==> config.mk <==
export PLATFORM = sky130hd
export DESIGN_NAME = ram16k_arbiter
export DESIGN_NICKNAME = d
export VERILOG_FILES = /design/src/rtl/ram16k_arbiter_pkg.sv /design/src/rtl/ram16k_arbiter_rr_arb2.sv /design/src/rtl/ram16k_arbiter.sv
export SDC_FILE = /design/constraint.sdc
export NUM_CORES = 1
export LEC_CHECK = 0
export BUFFER_PORTS_ARGS = -buffer_cell sky130_fd_sc_hd__buf_2
export CORE_MARGIN = 5
export CORE_UTILIZATION = 25
export DETAILED_ROUTE_END_ITERATION = 7
export SLEW_MARGIN = 20
export SYNTH_ARGS = -nofsm -noshare
export SYNTH_HDL_FRONTEND = slang
export SYNTH_SLANG_ARGS = --single-unit
==> constraint.sdc <==
create_clock -name CLK -period 1.93 [get_ports CLK]
set_input_delay 0.0965 -clock CLK [delete_from_list [all_inputs] [get_ports CLK]]
set_output_delay 0.0965 -clock CLK [all_outputs]
set_load 0.01 [all_outputs]
==> src/rtl/ram16k_arbiter_pkg.sv <==
// Shared constants and the FSM state type for the RAM sequencer/arbiter.
package ram16k_arb_pkg;

    localparam int RAM_ADDR_W = 14;
    localparam int RAM_DEPTH  = 16384;
    localparam int WORD_W     = 16;

    // CLEAR: zero-fill sweep running; ARB: RAM port shared between requesters
    typedef enum logic {
        ST_CLEAR = 1'b0,
        ST_ARB   = 1'b1
    } arb_state_t;

endpackage

==> src/rtl/ram16k_arbiter_rr_arb2.sv <==
// Two-requester round-robin arbiter. Grant is combinational from req; the
// register remembers which port won last so a tie goes to the other one.
module rr_arb2
    import ram16k_arb_pkg::*;
(
    input  logic       CLK,
    input  logic       RST_N,
    input  logic [1:0] req,
    output logic [1:0] gnt
);

    logic r_last;

    // Single requester wins outright; a tie goes to the port that did not win last
    always_comb begin
        gnt = req;
        if (req == 2'b11) begin
            gnt = r_last ? 2'b01 : 2'b10;
        end
    end

    // Track the most recently granted port; reset to 1 so port 0 wins the first tie
    always_ff @(posedge CLK or negedge RST_N) begin
        if (!RST_N) begin
            r_last <= 1'b1;
        end else if (|gnt) begin
            r_last <= gnt[1];
        end
    end

endmodule

==> src/rtl/ram16k_arbiter.sv <==
// Sequencer and two-port arbiter in front of the Hack 16K data RAM.
// After reset the RAM is swept to zero one word per cycle, then the single
// RAM port is shared round-robin between port 0 (CPU) and port 1 (loader).
//
//   state    | meaning
//   ---------+------------------------------------------------------------
//   ST_CLEAR | writing zero to address clr_cnt each cycle, no grants
//   ST_ARB   | normal operation, RAM port follows the granted requester
module ram16k_arbiter
    import ram16k_arb_pkg::*;
#(
    parameter int ADDR_W         = RAM_ADDR_W,
    parameter int DATA_W         = WORD_W,
    parameter bit CLEAR_ON_RESET = 1'b1
) (
    input  logic              CLK,
    input  logic              RST_N,

    input  logic              p0_req,
    input  logic              p0_we,
    input  logic [ADDR_W-1:0] p0_addr,
    input  logic [DATA_W-1:0] p0_wdata,
    output logic              p0_gnt,
    output logic              p0_rvalid,
    output logic [DATA_W-1:0] p0_rdata,

    input  logic              p1_req,
    input  logic              p1_we,
    input  logic [ADDR_W-1:0] p1_addr,
    input  logic [DATA_W-1:0] p1_wdata,
    output logic              p1_gnt,
    output logic              p1_rvalid,
    output logic [DATA_W-1:0] p1_rdata,

    output logic [DATA_W-1:0] ram_in,
    output logic [ADDR_W-1:0] ram_address,
    output logic              ram_load,
    input  logic [DATA_W-1:0] ram_out,

    output logic              clear_busy
);

    localparam arb_state_t        RST_STATE = CLEAR_ON_RESET ? ST_CLEAR : ST_ARB;
    localparam logic [ADDR_W-1:0] CLR_LAST  = '1;
    localparam logic [ADDR_W-1:0] CLR_STEP  = {{(ADDR_W-1){1'b0}}, 1'b1};

    arb_state_t        r_state;
    logic [ADDR_W-1:0] r_clr_cnt;

    logic              w_in_arb;
    logic [1:0]        w_req;
    logic [1:0]        w_gnt;
    logic              w_rd0;
    logic              w_rd1;

    assign w_in_arb = (r_state == ST_ARB);

    // The arbiter never sees requests during the sweep, so no grant can leak out
    assign w_req = {p1_req, p0_req} & {2{w_in_arb}};

    rr_arb2 u_rr_arb2 (
        .CLK   (CLK),
        .RST_N (RST_N),
        .req   (w_req),
        .gnt   (w_gnt)
    );

    assign p0_gnt = w_gnt[0];
    assign p1_gnt = w_gnt[1];

    assign w_rd0 = w_gnt[0] & ~p0_we;
    assign w_rd1 = w_gnt[1] & ~p1_we;

    // Sequencer: sweep every address once, then hand over to arbitration
    always_ff @(posedge CLK or negedge RST_N) begin
        if (!RST_N) begin
            r_state    <= RST_STATE;
            r_clr_cnt  <= '0;
            clear_busy <= CLEAR_ON_RESET;
        end else begin
            case (r_state)
                ST_CLEAR: begin
                    // Wraps back to 0 on the last address, leaving it idle in ARB
                    r_clr_cnt <= r_clr_cnt + CLR_STEP;
                    if (r_clr_cnt == CLR_LAST) begin
                        r_state    <= ST_ARB;
                        clear_busy <= 1'b0;
                    end
                end
                default: begin
                    r_state    <= ST_ARB;
                    clear_busy <= 1'b0;
                end
            endcase
        end
    end

    // RAM port mux: sweep, granted port, or an idle port-0 view with no write
    always_comb begin
        ram_load    = 1'b0;
        ram_address = p0_addr;
        ram_in      = p0_wdata;
        if (!w_in_arb) begin
            ram_load    = 1'b1;
            ram_address = r_clr_cnt;
            ram_in      = '0;
        end else if (w_gnt[1]) begin
            ram_load    = p1_we;
            ram_address = p1_addr;
            ram_in      = p1_wdata;
        end else if (w_gnt[0]) begin
            ram_load    = p0_we;
        end
    end

    // Port 0 read return: capture at the grant edge, pulse valid for one cycle
    always_ff @(posedge CLK or negedge RST_N) begin
        if (!RST_N) begin
            p0_rvalid <= 1'b0;
            p0_rdata  <= '0;
        end else begin
            p0_rvalid <= w_rd0;
            if (w_rd0) begin
                p0_rdata <= ram_out;
            end
        end
    end

    // Port 1 read return: capture at the grant edge, pulse valid for one cycle
    always_ff @(posedge CLK or negedge RST_N) begin
        if (!RST_N) begin
            p1_rvalid <= 1'b0;
            p1_rdata  <= '0;
        end else begin
            p1_rvalid <= w_rd1;
            if (w_rd1) begin
                p1_rdata <= ram_out;
            end
        end
    end

endmodule

==> summary by stage <==
Setup path
The combined buffer and inverter count along the critical path is 2. For the worst flop-to-flop path, the logic depth is 4. The cell family contributing the most delay on the critical path is flip-flops.

The slowest stage cell on the critical path is sky130_fd_sc_hd__dfrtp_2. The capture point of the worst path is ram_address[7]. In this run the critical register-to-register path is captured at r_clr_cnt[11]. The maximum fanout along the worst path is 12. For the worst setup path, the data arrival time is between 1.5 and 2 ns. The minimum setup slack among reg-to-reg paths is between 0.15 and 0.2 ns. The largest incremental delay on the critical path is 0.48 ns.

STA classifies the critical path startpoint as a register. The required arrival time at the worst endpoint is approximately 1.8 ns. The worst flop-to-flop path startpoint is r_state. The startpoint of the worst setup timing path is r_state. The signal on the critical path passes through and2_4, buf_4, and3_1, a221o_1, buf_2. The critical path is of the register to primary output type.

The sort of element at the end of the critical path is a primary output. The logic depth of the worst setup path including buffers is 5.

Logic synthesis
By area, the combinational part of the netlist is dominated by simple AND/OR/NAND/NOR gates. The biggest area contributor in the post-synthesis netlist is sky130_fd_sc_hd__dfrtp_1. The average instance in the mapped netlist occupies between 10 and 15 um2. Measured against the total synthesized area, the mux share comes to about 15%. Counting flops with an async set or reset pin after synthesis yields a share of between 90% and 100%. Of the total synthesized cell area, the portion taken by XOR and XNOR cells is between 4 and 5%.

The cell area after synthesis is roughly 2600 um2. The most common cell in the synthesized netlist is sky130_fd_sc_hd__dfrtp_1. The share of synthesized area in the top cell type comes to between 40 and 50%. Counting flops with a built-in enable in the synthesized netlist gives 0. The post-synthesis compound-gate area fraction is between 10% and 20%. The proportion of synthesized chip area in sequential cells is 48.3%. The flip-flop cell with the highest count after synthesis is sky130_fd_sc_hd__dfrtp_1.

After synthesis, the netlist uses 36 different library cells. The cell count after synthesis is ~260. Of the total synthesized cell area, the portion taken by AND, OR, NAND and NOR gates is around 17%. The number of nets in the synthesized netlist is 339.

Sorting the synthesized cells by area gives the leading types as sky130_fd_sc_hd__dfrtp_1 46%, sky130_fd_sc_hd__mux2_2 6.4%, sky130_fd_sc_hd__nand3_1 5.9%, sky130_fd_sc_hd__o21ai_0 5.3%, sky130_fd_sc_hd__mux2_4 5.1%. After synthesis, the most frequently instantiated cells are 49 x sky130_fd_sc_hd__dfrtp_1, 31 x sky130_fd_sc_hd__nand3_1, 28 x sky130_fd_sc_hd__o21ai_0. For this run, the number of Yosys warnings is 0.

The number of synthesized register bits is 51. The adder and majority cell fraction of the synthesized area is less than 1%.

Clock network
Clock-pin slew was measured on the worst setup and hold paths at roughly 0.1 ns. The worst-case clock buffer depth is 2. The number of buffers added by the clock tree synthesis step is 5. After clock tree synthesis, the setup repair step added 0 buffers. The root buffer cell is sky130_fd_sc_hd__clkbuf_8. The clock insertion delay at the later pin of the skew report is about 0.30 ns. Clock tree synthesis found a total of 51 sinks. The H-tree level count is 2.

TritonCTS built the clock tree.

Detailed routing
Summed over all layers, the routed wires come to 8.12 mm. The pre-antenna-repair detailed-routing pass consisted of 4 iterations. The average routed wire per standard cell is around 15 um. The remaining number of nets flagged by the antenna check after routing is 0. The routed via count is around 2500. The detailed router finished its first iteration with between 100 and 150 violations. For this run, design rule violations remaining after detail routing come to 0.

The post-detailed-route via-to-cell ratio is between 4 and 5.

Global routing
The initial antenna violation count is 0. For this run the aggregate overflow at the end of global routing stands at 0. The wire length of the first global-routing pass is between 10 and 15 mm. The via count of the first global-routing pass came to approximately 2700. For this run, the total global-route usage over all layers was measured as between 10% and 20%.

Entering global routing, the biggest net connects 26 pins.

Floorplanning
The total I/O pin count is 150. In this run the horizontal extent of the chip is around 110 um. The number of placement rows is 37.

From bottom edge to top edge, the die measures 113 um. The effective utilization at floorplan is approximately 26%. The die covers 12700 um2.

The core box area is 10300 um2.

Timing
The count of final max-slew check failures is 0. Measured against its own limit, the worst slew margin works out to between 70% and 80%. Between clock sinks in the finished design, the worst skew comes to 0.00685 ns. The final period demand of the worst path is 1.81 ns. Of the available clock period, the critical path in the final layout requires between 90% and 100%.

The total of endpoints with negative setup slack in the final report is 0. The final-layout setup total negative slack is 0 ns. At the pin with the least slew margin, the transition time is 0.419 ns. The maximum operating frequency is 554 MHz.

The final hold violation count came to 0. Setup repair after global routing left no endpoint under its margin.

Layout
The net count of the finished layout is 490. The number of antenna diodes in the final layout is 0. The utilization after layout is ~36%.

For this run, the number of standard cells in the final layout without fillers is 544. The area growth from synthesis to final layout is 40.2%. Cells with a size suffix above 1 make up 49.5% of the layout.

The finished layout cell area is about 3700 um2.

Place
The wire-length estimate of the detail-placed layout is 6.52 mm. The final weighted congestion of routability-driven global placement is approximately 0.93. Summing all placed instances gives a cell area of 3570 um2. Buffers placed on the I/O ports in this run total 149. The number of placed instances, taps included, is 535.

Pwr
For this design the ratio of total power to cell area is ~520 nW/um2. The power after layout is just under 2 mW. The peak supply drop is 279 uV.

The leakage dissipation is 1.94 nW.

Outcome
The run finished with clean final reports.

Min path
In this run the worst hold path is classified as input port to register.

Run
Max-cap violations in this run came to 0.
## timing repair
item / 4_1_cts / 5_1_grt
hold buffers: 1 / 0
endpoints found under the hold margin: 49 / 0
gates resized for setup: 3 / 3
gates cloned: 0 / 0
endpoints found under the setup margin: 20 / 21
## where the power goes
| part | leakage [nW] | switching [mW] | internal, mW |
|---|---|---|---|
| Clock | 0.0548 | 0.365 | 0.391 |
| Sequential | 0.689 | 0 | 1.07 |
| Combinational | 1.19 | 0.0583 | 0.0652 |
## cells by family (layout without fill, tap and decap cells)
family,after synthesis,count (layout)
adder cells (fa/ha/maj),1,1
AO/OA/AOI/OAI,47,47
multiplexers,33,33
XOR/XNOR,13,13
flip-flops,51,51
AND/OR/NAND/NOR,89,89
buffers and inverters,22,174
## metrics by stage
stage	hold WS [ns]	worst slack [ns]
after global placement	-0.0347	0.259
after detailed placement	-0.0334	0.167
after floorplan	-0.199	0.304
after global routing	0.0238	0.0307
after CTS	0.0155	0.0104
final	0.0282	0.124
## final cells by class
class                      count  area (um2)
fill                        1055        6610
sequential                    51        1280
multi-input combinational    183        1260
timing repair buffer         161         863
tap                          136         170
clock buffer                   5        68.8
clock inverter                 3        46.3
inverter                       5        18.8
## registers in the layout, summed over array words and instances, names as in the netlist
name	count
p0_rdata	16
p1_rdata	16
r_clr_cnt	14
clear_busy	1
p0_rvalid	1
p1_rvalid	1
r_state	1
u_rr_arb2.r_last	1
## how the worst min path moves through the flow
stage	cells past startpoint	to	startpoint	slack, ns
floorplan	0	p0_rdata[0]	RST_N	-0.20
global placement	1	p1_rdata[12]	RST_N	-0.03
detailed placement	1	p1_rdata[12]	RST_N	-0.03
CTS	2	p0_rdata[15]	ram_out[15]	0.02
global route	2	p0_rdata[15]	ram_out[15]	0.02
finish	2	p0_rdata[15]	ram_out[15]	0.03
## per-layer routing
layer | global-route usage, % | share of wire, % | vias to the layer above
met2 | 21.0 | 48 | 112
met5 | 0 | 0 | -
li1 | - | - | 1208
met1 | 15.4 | 43 | 1199
met3 | 3.37 | 7.7 | 6
met4 | 2.56 | 1.0 | 0
## placed cells by master, fill, tap and decap left out, types with 2 or more instances in the layout
cell type / synthesis / layout
sky130_fd_sc_hd__mux2_1: 9 / 9
sky130_fd_sc_hd__xnor2_1: 6 / 6
sky130_fd_sc_hd__xor2_1: 7 / 7
sky130_fd_sc_hd__dfstp_2: 2 / 2
sky130_fd_sc_hd__nor2_1: 13 / 13
sky130_fd_sc_hd__nand3_1: 31 / 31
sky130_fd_sc_hd__nor3_1: 4 / 4
sky130_fd_sc_hd__nor4_1: 4 / 4
sky130_fd_sc_hd__mux2_4: 9 / 9
sky130_fd_sc_hd__nand2_1: 24 / 24
sky130_fd_sc_hd__buf_2: 6 / 149
sky130_fd_sc_hd__o21ai_0: 28 / 28
sky130_fd_sc_hd__and2_4: 0 / 2
sky130_fd_sc_hd__buf_12: 1 / 2
sky130_fd_sc_hd__buf_4: 0 / 9
sky130_fd_sc_hd__a221o_1: 3 / 3
sky130_fd_sc_hd__a21oi_1: 3 / 3
sky130_fd_sc_hd__dfrtp_1: 49 / 48
sky130_fd_sc_hd__a31oi_1: 11 / 11
sky130_fd_sc_hd__nand4_1: 2 / 2
sky130_fd_sc_hd__clkbuf_8: 0 / 5
sky130_fd_sc_hd__inv_1: 5 / 5
sky130_fd_sc_hd__mux2_2: 15 / 15
No activity file was read; power rests on OpenSTA's default activity.
